===== config.mk =====
export PLATFORM = sky130hd
export DESIGN_NAME = uart_frame_packer
export DESIGN_NICKNAME = d
export VERILOG_FILES = /design/src/rtl/uart_frame_packer_pkg.sv /design/src/rtl/uart_frame_packer_byte_fifo.sv /design/src/rtl/uart_frame_packer.sv
export SDC_FILE = /design/constraint.sdc
export NUM_CORES = 1
export LEC_CHECK = 0
export ABC_AREA = 1
export BUFFER_PORTS_ARGS = -buffer_cell sky130_fd_sc_hd__buf_4
export CORE_MARGIN = 2
export CORE_UTILIZATION = 40
export CTS_CLUSTER_DIAMETER = 80
export CTS_CLUSTER_SIZE = 20
export DETAILED_ROUTE_END_ITERATION = 8
export PLACE_DENSITY = 0.58
export SYNTH_ARGS = -nofsm -noshare
export SYNTH_HDL_FRONTEND = slang
export SYNTH_HIERARCHICAL = 1
export SYNTH_SLANG_ARGS = --single-unit

===== constraint.sdc =====
create_clock -name clk -period 8.55 [get_ports clk]
set_input_delay 2.1375 -clock clk [delete_from_list [all_inputs] [get_ports clk]]
set_output_delay 2.1375 -clock clk [all_outputs]
set_load 0.02 [all_outputs]

===== src/rtl/uart_frame_packer_pkg.sv =====
// Shared definitions for the UART frame packer.
// Holds the default sync byte, the frame length, the writer FSM state
// encoding and a helper that picks the byte a writer state emits.
package uart_frame_packer_pkg;

    localparam logic [7:0]  SYNC_BYTE_DEFAULT = 8'hA5;
    localparam int unsigned FRAME_LEN         = 4;

    typedef enum logic [2:0] {
        StIdle  = 3'd0,
        StWSync = 3'd1,
        StWSeq  = 3'd2,
        StWHi   = 3'd3,
        StWLo   = 3'd4
    } wr_state_e;

    // Byte pushed into the FIFO while the writer sits in state st.
    function automatic logic [7:0] frame_byte(input wr_state_e   st,
                                              input logic [7:0]  sync,
                                              input logic [7:0]  seq,
                                              input logic [15:0] smp);
        case (st)
            StWSync: return sync;
            StWSeq:  return seq;
            StWHi:   return smp[15:8];
            StWLo:   return smp[7:0];
            default: return 8'h00;
        endcase
    endfunction

endpackage


===== src/rtl/uart_frame_packer_byte_fifo.sv =====
// Byte FIFO, DEPTH x 8, with a registered read port (BRAM-friendly).
// The level counts every stored byte, including the one at the read pointer.
// Ports:
//   clk, rst_n   clock, asynchronous active-low reset
//   push         write push_data at the write pointer
//   push_data    byte to store
//   pop          discard the byte at the read pointer
//   rd_en        load rd_data from the byte at the read pointer
//   rd_data      registered read data
//   level        bytes stored, 0..DEPTH
module uart_frame_packer_byte_fifo #(
    parameter int unsigned  DEPTH  = 64,
    localparam int unsigned ADDR_W = $clog2(DEPTH)
) (
    input  logic            clk,
    input  logic            rst_n,
    input  logic            push,
    input  logic [7:0]      push_data,
    input  logic            pop,
    input  logic            rd_en,
    output logic [7:0]      rd_data,
    output logic [ADDR_W:0] level
);

    logic [7:0]        mem [DEPTH];
    logic [ADDR_W-1:0] wr_ptr_q, rd_ptr_q;
    logic [ADDR_W:0]   level_q;

    // Storage has no reset so it can map onto block RAM.
    always_ff @(posedge clk) begin
        if (push) begin
            mem[wr_ptr_q] <= push_data;
        end
    end

    always_ff @(posedge clk or negedge rst_n) begin
        if (!rst_n) begin
            rd_data <= 8'h00;
        end else if (rd_en) begin
            rd_data <= mem[rd_ptr_q];
        end
    end

    // Pointers wrap naturally since DEPTH is a power of two.
    always_ff @(posedge clk or negedge rst_n) begin
        if (!rst_n) begin
            wr_ptr_q <= '0;
            rd_ptr_q <= '0;
            level_q  <= '0;
        end else begin
            if (push) begin
                wr_ptr_q <= wr_ptr_q + 1'b1;
            end
            if (pop) begin
                rd_ptr_q <= rd_ptr_q + 1'b1;
            end
            case ({push, pop})
                2'b10:   level_q <= level_q + 1'b1;
                2'b01:   level_q <= level_q - 1'b1;
                default: level_q <= level_q;
            endcase
        end
    end

    assign level = level_q;

endmodule


===== src/rtl/uart_frame_packer.sv =====
// Packs 16-bit samples into 4-byte frames {SYNC, SEQ, MSB, LSB}, buffers
// them in a byte FIFO and presents the head byte to a UART transmitter
// with first-word-fall-through behaviour. Samples arriving while a frame
// is being written, or when fewer than 4 bytes are free, are dropped and
// counted.
// Ports:
//   clk, rst_n   clock, asynchronous active-low reset
//   sample       sample word, valid with sample_stb
//   sample_stb   1-cycle new-sample strobe
//   tx_byte      head byte to the transmitter
//   tx_en        head byte valid
//   tx_stb       1-cycle pulse from the transmitter: head consumed
//   fifo_level   bytes stored, 0..DEPTH
//   drop_cnt     dropped samples, saturating at 255
//   busy         writer is emitting a frame
module uart_frame_packer
    import uart_frame_packer_pkg::*;
#(
    parameter int unsigned  DEPTH     = 64,
    parameter logic [7:0]   SYNC_BYTE = SYNC_BYTE_DEFAULT,
    localparam int unsigned ADDR_W    = $clog2(DEPTH)
) (
    input  logic            clk,
    input  logic            rst_n,
    input  logic [15:0]     sample,
    input  logic            sample_stb,
    output logic [7:0]      tx_byte,
    output logic            tx_en,
    input  logic            tx_stb,
    output logic [ADDR_W:0] fifo_level,
    output logic [7:0]      drop_cnt,
    output logic            busy
);

    // A frame fits when level <= DEPTH - FRAME_LEN.
    localparam logic [ADDR_W:0] LEVEL_MAX = (ADDR_W + 1)'(DEPTH - FRAME_LEN);

    wr_state_e       state_q;
    logic [15:0]     sample_q;
    logic [7:0]      seq_q;
    logic [7:0]      drop_cnt_q;
    logic            busy_q;
    logic            tx_en_q;

    logic            room;
    logic            accept;
    logic            drop;
    logic            push;
    logic [7:0]      push_data;
    logic            pop;
    logic            fetch;
    logic [ADDR_W:0] level;

    // Pops during a frame only free space, so checking room at accept time
    // guarantees the whole frame fits.
    assign room      = (level <= LEVEL_MAX);
    assign accept    = sample_stb && (state_q == StIdle) && room;
    assign drop      = sample_stb && !accept;
    assign push      = (state_q != StIdle);
    assign push_data = frame_byte(state_q, SYNC_BYTE, seq_q, sample_q);

    // Writer FSM with seq and drop counters.
    always_ff @(posedge clk or negedge rst_n) begin
        if (!rst_n) begin
            state_q    <= StIdle;
            sample_q   <= 16'h0000;
            seq_q      <= 8'h00;
            drop_cnt_q <= 8'h00;
            busy_q     <= 1'b0;
        end else begin
            if (drop && (drop_cnt_q != 8'hFF)) begin
                drop_cnt_q <= drop_cnt_q + 8'd1;
            end
            unique case (state_q)
                StIdle: begin
                    if (accept) begin
                        sample_q <= sample;
                        state_q  <= StWSync;
                        busy_q   <= 1'b1;
                    end
                end
                StWSync: state_q <= StWSeq;
                StWSeq:  state_q <= StWHi;
                StWHi:   state_q <= StWLo;
                StWLo: begin
                    state_q <= StIdle;
                    busy_q  <= 1'b0;
                    seq_q   <= seq_q + 8'd1;
                end
                default: begin
                    state_q <= StIdle;
                    busy_q  <= 1'b0;
                end
            endcase
        end
    end

    // FWFT read side: tx_en marks that the registered read data holds the
    // head. A pop invalidates it; the next cycle refetches the new head if
    // any bytes remain, so the new head is visible two cycles after tx_stb.
    assign pop   = tx_en_q && tx_stb;
    assign fetch = !tx_en_q && (level != '0);

    always_ff @(posedge clk or negedge rst_n) begin
        if (!rst_n) begin
            tx_en_q <= 1'b0;
        end else if (pop) begin
            tx_en_q <= 1'b0;
        end else if (fetch) begin
            tx_en_q <= 1'b1;
        end
    end

    uart_frame_packer_byte_fifo #(
        .DEPTH (DEPTH)
    ) u_fifo (
        .clk       (clk),
        .rst_n     (rst_n),
        .push      (push),
        .push_data (push_data),
        .pop       (pop),
        .rd_en     (fetch),
        .rd_data   (tx_byte),
        .level     (level)
    );

    assign tx_en      = tx_en_q;
    assign fifo_level = level;
    assign drop_cnt   = drop_cnt_q;
    assign busy       = busy_q;

endmodule


==> out/metrics.cfg, run 1 <==
[logic_synthesis]
syn-cell-area_sq_um = 24200
synth_simple_gate_area_frac = 0.235
synth-seq-cells = 576
ys.flop_type = edfxtp_1
yosys.area.top_type_share = 0.636
yosysUniqueCellTypes = 34
syn_inst = 2157
yosys-mux-area-fraction = 0
synth.avg_cell_area_sq_um = 11.2
synth_area_leaders = edfxtp_1 64%, nand2_1 12%, nand3_1 10%
synth-xor-area-share = 0.00906
synth-compound-area-share = 0.0112
ys_seq_area_frac = 0.702
synth_adder_area_share = 0.00362
yosys_warnings = 6
synth_top_family_by_area = simple AND/OR/NAND/NOR gates
syn_nets = 2184
yosysTopAreaCell = edfxtp_1
synthArstFlopShare = 0.111
synth_edf_count = 512

[placed_design]
gp_congestion = 0.819
io_buffers = 44
post-place-cells = 2884
placed_area_sq_um = 24900
dp_hpwl_mm = 34.1

[global_routing]
overflow = 0
grt_max_degree = 97
grt_pass1_wl_mm = 92.6
grtUsageTotal = 0.192
grt_pass1_vias = 15300
grt_antenna_before_repair = 0

[routing]
remaining_drc_errors = 0
first_pass_iters = 5
num_vias = 15900
drt_iter0_drc = 1591
avgViaCountPerCell = 5.41
dr_wl_met2_mm = 28.7
wire_per_inst_microns = 20.4
wl_met3_mm = 3.25
drt_wl_total_mm = 60.1
top_layer_used = met4
detail-route-antenna-nets = 0
wl_met1_mm = 26.7

[worst_setup_path]
cp_common_cell = nand2_1
worstPathRequired_ps = 9060
path_max_fanout = 67
path_buf_inv = 2
cp_top_family = buffers and inverters
slowest_stage = clkinv_2
path_cells = clkinv_2, buf_4, nand3_1, nand3_1, nand3_1, nand2_1, nand2_1, nand3_1, nand2_1, nand2_1, nand2_1
startpoint_type = flop
path_class = flop to flop
cp-end-kind = flop
cp_data_arrival_time_ps = 4390
max_stage_delay_ps = 1080

[cts]
cts_setup_buffers = 0
cts_buffers = 35
clkTransAtPathRegs_ps = 80
clock_latency_ps = 580
root_buffer = clkbuf_16
htree_num_levels = 2
cts.sinks = 576
cts_tree = built
post_cts_resized = 0
cts_buffer_depth = 3
cts_hold_buf = 0

[timing]
maxSlewViolCount = 0
hold_viol_final = 0
hold_ws_ps = 475
max_freq_mhz = 258
rsz0062_at_grt = no
period_minus_slack_ps = 3880
finalSetupTns_ps = 0
tightest_slew_ps = 1140
slew_headroom = 0.241
post-route-period-util = 0.454
final-setup-viol-count = 0
clock_skew_ps = 28.8

[run]
cap_viol_max_count = 0

[final_layout]
finalInstanceArea_sq_um = 26000
regArea_sq_um = 17000
fillers = 5602
antenna_cells = 0
area_growth_pct = 7.43
drive_above_1_share = 0.0568
final_cells = 2946
multi_input_area_sq_um = 6290
nNetsFinal = 2166

[floorplan]
coreArea_sq_um = 60000
die_h_microns = 250
die_w_microns = 250
core.rowCount = 90
dieArea_sq_um = 62400
start_util = 0.403
top_level_ports = 45

[run_status]
status = completed

[power_and_ir_drop]
vdd_drop_max_mv = 0.223
powerDensity_nw_per_um2 = 356
p_leak_uw = 0.00963

[hold_path]
hp-class = flop to flop

cells in the mapped netlist, types with 7 or more instances:
master	instances
buf_2	64
buf_4	9
ha_1	7
o21ai_0	15
edfxtp_1	512
buf_6	24
nor2_1	89
a21oi_1	12
inv_1	46
nand3_1	482
o211ai_1	9
clkbuf_1	14
nand2_1	742
dfrtp_1	64
xor2_1	19
final cells by class:
class                           count  area share
Inverter                           50     0.00747
Clock inverter                      3     0.00212
Sequential cell                   576       0.654
Clock buffer                       59      0.0384
Multi-Input combinational cell   1413       0.242
Timing Repair Buffer               63      0.0182
Tap cell                          782      0.0377
state kept, by name (all words and copies together), names as in the netlist:
signal / flops
u_fifo/level: 7
sample_q: 16
state_q: 3
u_fifo/rd_data: 8
seq_q: 8
u_fifo/mem: 512
u_fifo/wr_ptr_q: 6
tx_en: 1
u_fifo/rd_ptr_q: 6
drop_cnt: 8
busy: 1
where the power goes:
part	internal, uW	switching [uW]	total [uW]
sequential	3720	274	4000
clock	838	911	1750
combinational	885	2620	3510
logic make-up (layout without fill, tap and decap cells):
logic type      Yosys count  after routing
flops                   576            576
xor+xnor                 25             25
buf+inv                 168            175
compound gates           46             46
fa+ha+maj                 7              7
simple gates           1335           1335
layout by cell type (no fill, tap or decap), drive strengths merged:
| cell | n |
|---|---|
| clkinv | 4 |
| nand3b | 1 |
| xnor2 | 6 |
| a21oi | 12 |
| a21boi | 4 |
| or2 | 1 |
| bufinv | 1 |
| o21ai | 18 |
| nand2 | 746 |
| ha | 7 |
| nor2 | 92 |
| xor2 | 19 |
| inv | 48 |
| nand4 | 6 |
| o2111ai | 1 |
| edfxtp | 512 |
| nor3 | 6 |
| nand3 | 483 |
| o211ai | 9 |
| dfrtp | 64 |
| buf | 63 |
| clkbuf | 59 |
| a21o | 2 |
tightest hold or removal path, cell delays in order (launching register included):
cell	delay [ps]
dfrtp_1	350
nand2_1	50
nand2_1	50
per-stage QoR:
step                setup WS (ps)  total power [uW]  utilization
floorplan                    4940              6380            -
global placement             4590              7520        0.415
detailed placement           4620              7570        0.415
CTS                          4720              9310        0.433
global route                 4480              9790        0.433
finish                       4670              9250        0.433
routing by layer:
layer  vias to the layer above  global-route usage
met5                         -                   0
met4                         0              0.0542
li1                       7417                   -
met1                      7985               0.272
met3                        78              0.0220
met2                       467               0.314
path summary, 6_finish.rpt:
kind                                                      from                             end  slack [ps]  depth (start not counted)
min in group asynchronous                                rst_n                busy$_DFFE_PN0P_        1690                          1
worst max-delay path            u_fifo/rd_ptr_q[1]$_DFFE_PN0P_   u_fifo/rd_data[5]$_DFFE_PN0P_        4670                         11
worst min-delay path                   sample_q[6]$_DFFE_PN0P_         sample_q[6]$_DFFE_PN0P_         470                          2
worst min register to register         sample_q[6]$_DFFE_PN0P_         sample_q[6]$_DFFE_PN0P_         470                          2
worst max register to register  u_fifo/rd_ptr_q[1]$_DFFE_PN0P_   u_fifo/rd_data[5]$_DFFE_PN0P_        4670                         11
max in group asynchronous                                rst_n  u_fifo/rd_ptr_q[1]$_DFFE_PN0P_        6210                          1
Note: power is estimated with default switching activity, not from simulation.
==> inputs of run 2 (changes only) <==
--- a/config.mk
+++ b/config.mk
@@ -5,14 +5,14 @@
 export SDC_FILE = /design/constraint.sdc
 export NUM_CORES = 1
 export LEC_CHECK = 0
-export ABC_AREA = 1
+export ABC_AREA = 0
 export BUFFER_PORTS_ARGS = -buffer_cell sky130_fd_sc_hd__buf_4
 export CORE_MARGIN = 2
 export CORE_UTILIZATION = 40
 export CTS_CLUSTER_DIAMETER = 80
 export CTS_CLUSTER_SIZE = 20
 export DETAILED_ROUTE_END_ITERATION = 8
-export PLACE_DENSITY = 0.58
+export PLACE_DENSITY = 0.6
 export SYNTH_ARGS = -nofsm -noshare
 export SYNTH_HDL_FRONTEND = slang
 export SYNTH_HIERARCHICAL = 1
==> constraint.sdc (replaced) <==
create_clock -name clk -period 3.4 [get_ports clk]
set_input_delay 0.85 -clock clk [delete_from_list [all_inputs] [get_ports clk]]
set_output_delay 0.85 -clock clk [all_outputs]
set_load 0.02 [all_outputs]
==> run 2 against run 1 <==
  * First-iteration DRC count decreased by 42%
  * Clock-buffer cell count unchanged
  * Highest routed layer is now met5
  * Combinational power increased by 120%
  * Final cell count decreased by 30%
  * Flip-flop and latch count unchanged
  * Largest power group unchanged
  * Synthesized area decreased by 5.2%
  * Sequential power increased to 2.6 times the previous value
  * Largest cell class unchanged
  * Power increased by 140%
  * Utilization increased by 2.4 points
  * Setup slack got worse by 4100 ps
  * Clock power increased by 150%
  * Clock skew decreased by 5.7 ps
==> out/metrics.cfg, run 2 <==
[timing]
rsz0062_at_grt = no
hold_viol_final = 0  ; unchanged
worst_slack_ps = 556  ; -4110 ps
final-setup-viol-count = 0  ; unchanged
finalSetupTns_ps = 0  ; unchanged
period_minus_slack_ps = 2840  ; -1040 ps
tightest_slew_ps = 1040  ; -93.4 ps
max_freq_mhz = 352  ; +37%
post-route-period-util = 0.836  ; +0.382
maxSlewViolCount = 0  ; unchanged
slew_headroom = 0.302  ; +0.0605
clock_skew_ps = 23.1  ; -5.73 ps

[logic_synthesis]
yosys.area.top_type_share = 0.671  ; +0.0350
ys.flop_type = edfxtp_1
syn_nets = 1198  ; -45%
yosysMostFrequentCell = edfxtp_1
synth_edf_count = 512  ; unchanged
synth-seq-cells = 576  ; unchanged
yosysTopAreaCell = edfxtp_1
synth.avg_cell_area_sq_um = 19.6  ; +75%
syn_inst = 1171  ; -46%
synthArstFlopShare = 0.111  ; unchanged
syn-cell-area_sq_um = 22900  ; -5.2%
yosysUniqueCellTypes = 53  ; +56%
ys_seq_area_frac = 0.741  ; +0.0387
synth_common_cells = 512 x edfxtp_1, 132 x mux4_2, 85 x nor2_1
yosys_warnings = 6  ; unchanged
synth_area_leaders = edfxtp_1 67%, mux4_2 13%, dfrtp_1 7.0%

[placed_design]
place_ws_ps = 359  ; -4260 ps
dp_hpwl_mm = 30.8  ; -9.6%
io_buffers = 44  ; unchanged
gp_congestion = 0.771  ; -5.8%

[final_layout]
area_growth_pct = 12.6
nNetsFinal = 1307  ; -40%
final_cell_mix = 512 x edfxtp_1, 132 x mux4_2, 130 x buf_4
regArea_sq_um = 17000  ; unchanged
layout_commonest_cell = edfxtp_1
top_register = u_fifo/mem
multi_input_area_sq_um = 5690  ; -9.6%
top_regs = u_fifo/mem: 512 flops, sample_q: 16 flops
largest_reg_flops = 512  ; unchanged
antenna_cells = 0  ; unchanged
drive_above_1_share = 0.270  ; +0.214
fillers = 4745  ; -15%

[global_routing]
grt_pass1_wl_mm = 74.0  ; -20%
grt_max_degree = 65  ; -33%
top_usage_layer = met2
grtUsageTotal = 0.167  ; -0.0255
grt_pass1_vias = 11600  ; -24%
grt_util_met1 = 0.236  ; -0.0364
grt_antenna_before_repair = 1  ; +1
use_met2 = 0.269  ; -0.0450
overflow = 0  ; unchanged
use_met3 = 0.0243  ; +0.00234

[floorplan]
core.rowCount = 87  ; -3.3%
top_level_ports = 45  ; unchanged
start_util = 0.406  ; +0.00278
die_w_microns = 243  ; -2.6%
die_h_microns = 243  ; -2.6%
coreArea_sq_um = 56500  ; -5.9%
dieArea_sq_um = 59200  ; -5.1%

[power_and_ir_drop]
vdd_drop_max_mv = 0.506  ; +130%
p_leak_uw = 0.00855  ; -11%
powerDensity_nw_per_um2 = 859  ; +140%

[worst_setup_path]
worstPathRequired_ps = 3870  ; -5190 ps
slowest_stage = or4b_2
cp_data_arrival_time_ps = 3320  ; -1070 ps
cp_top_family = simple AND/OR/NAND/NOR gates
path_max_fanout = 3  ; -96%
path_class = flop to flop
max_stage_delay_ps = 630  ; -450 ps
path_cells = or3_1, inv_1, ha_1, xor2_1, ha_1, nor3b_1, o21ai_0, or4b_2, a31oi_1, xor2_1
startpoint_type = flop
cp-end-kind = flop
path_buf_inv = 1  ; -1

[cts]
cts_setup_buffers = 0  ; unchanged
cts_buffers = 35  ; unchanged
clkTransAtPathRegs_ps = 80  ; about the same
cts_tree = built
post_cts_resized = 0  ; unchanged
htree_num_levels = 2  ; unchanged
cts_hold_buf = 0  ; unchanged
root_buffer = clkbuf_16
clock_latency_ps = 560  ; -20 ps
cts.sinks = 576  ; unchanged
cts_buffer_depth = 3  ; unchanged

[hold_path]
hp-class = primary input to async pin

[run]
cap_viol_max_count = 0  ; unchanged

[routing]
avgViaCountPerCell = 5.42  ; about the same
remaining_drc_errors = 0  ; unchanged
detail-route-antenna-nets = 0  ; unchanged
drt_iter0_drc = 927  ; -42%
wire_per_inst_microns = 23.7  ; +16%
first_pass_iters = 5  ; unchanged
num_vias = 11200  ; -30%
drt_wl_total_mm = 48.8  ; -19%

[run_status]
status = completed

[run 2: cell types whose count changed in the layout (fill, tap and decap cells not counted), sizes merged, moves of 9 or more]
cell / delta
mux2: +26
nand2: -712
mux4: +132
buf: +73
nor2b: +13
a21oi: +11
nand2b: +9
xnor2: +12
inv: -41
nand3: -464
a22oi: +38
mux2i: +21
[run 2: metal layers]
layer / part of all wire / up-vias
li1: - / 4941
met1: 0.45 / 5876
met2: 0.48 / 283
met3: 0.047 / 62
met4: 0.025 / 2
met5: 0.00027 / -
[run 2: final timing paths]
check,startpoint,to,slack [ps],cells past startpoint
worst min-delay path,rst_n,sample_q[14]$_DFFE_PN0P_,400,1
worst max-delay path,state_q[1]$_DFFE_PN0P_,u_fifo/level[6]$_DFFE_PN0P_,560,10
worst min register to register,seq_q[7]$_DFFE_PN0N_,seq_q[7]$_DFFE_PN0N_,490,1
max in group asynchronous,rst_n,u_fifo/rd_ptr_q[1]$_DFFE_PN0P_,2310,1
worst max register to register,state_q[1]$_DFFE_PN0P_,u_fifo/level[6]$_DFFE_PN0P_,560,10
min in group clk,seq_q[7]$_DFFE_PN0N_,seq_q[7]$_DFFE_PN0N_,490,1
[run 2: final cells by class]
cell class | count | share of cell area
Clock buffer | 59 | 0.0395
Clock inverter | 3 | 0.00116
Inverter | 7 | 0.00102
Multi-Input combinational cell | 524 | 0.221
Sequential cell | 576 | 0.659
Tap cell | 756 | 0.0367
Timing Repair Buffer | 136 | 0.0425
[run 2: cells by family after synthesis]
| family | after synthesis | share of synthesized area |
|---|---|---|
| AOI/OAI and AO/OA | 103 | 0.0299 |
| xor gates and xnor gates | 32 | 0.0122 |
| adders and majority gates | 7 | 0.00382 |
| buffers and inverters | 71 | 0.0152 |
| DFF | 576 | 0.741 |
| muxes | 179 | 0.154 |
| and+or+nand+nor | 203 | 0.0436 |
[run 2: through the flow]
stage	utilization	hold WS, ps	power [uW]	instances	cell area, sq um
floorplan	-	446	15300	1171	22900
global placement	0.438	482	18000	1999	24700
global route	0.456	454	23200	2061	25800
detailed placement	0.438	482	18200	1999	24700
CTS	0.456	417	22500	2061	25800
finish	0.456	400	22200	2061	25800
[run 2: where the power goes]
| group | internal [uW] | switching (uW) |
|---|---|---|
| logic | 3140 | 4500 |
| clock network | 2070 | 2230 |
| registers | 9610 | 615 |
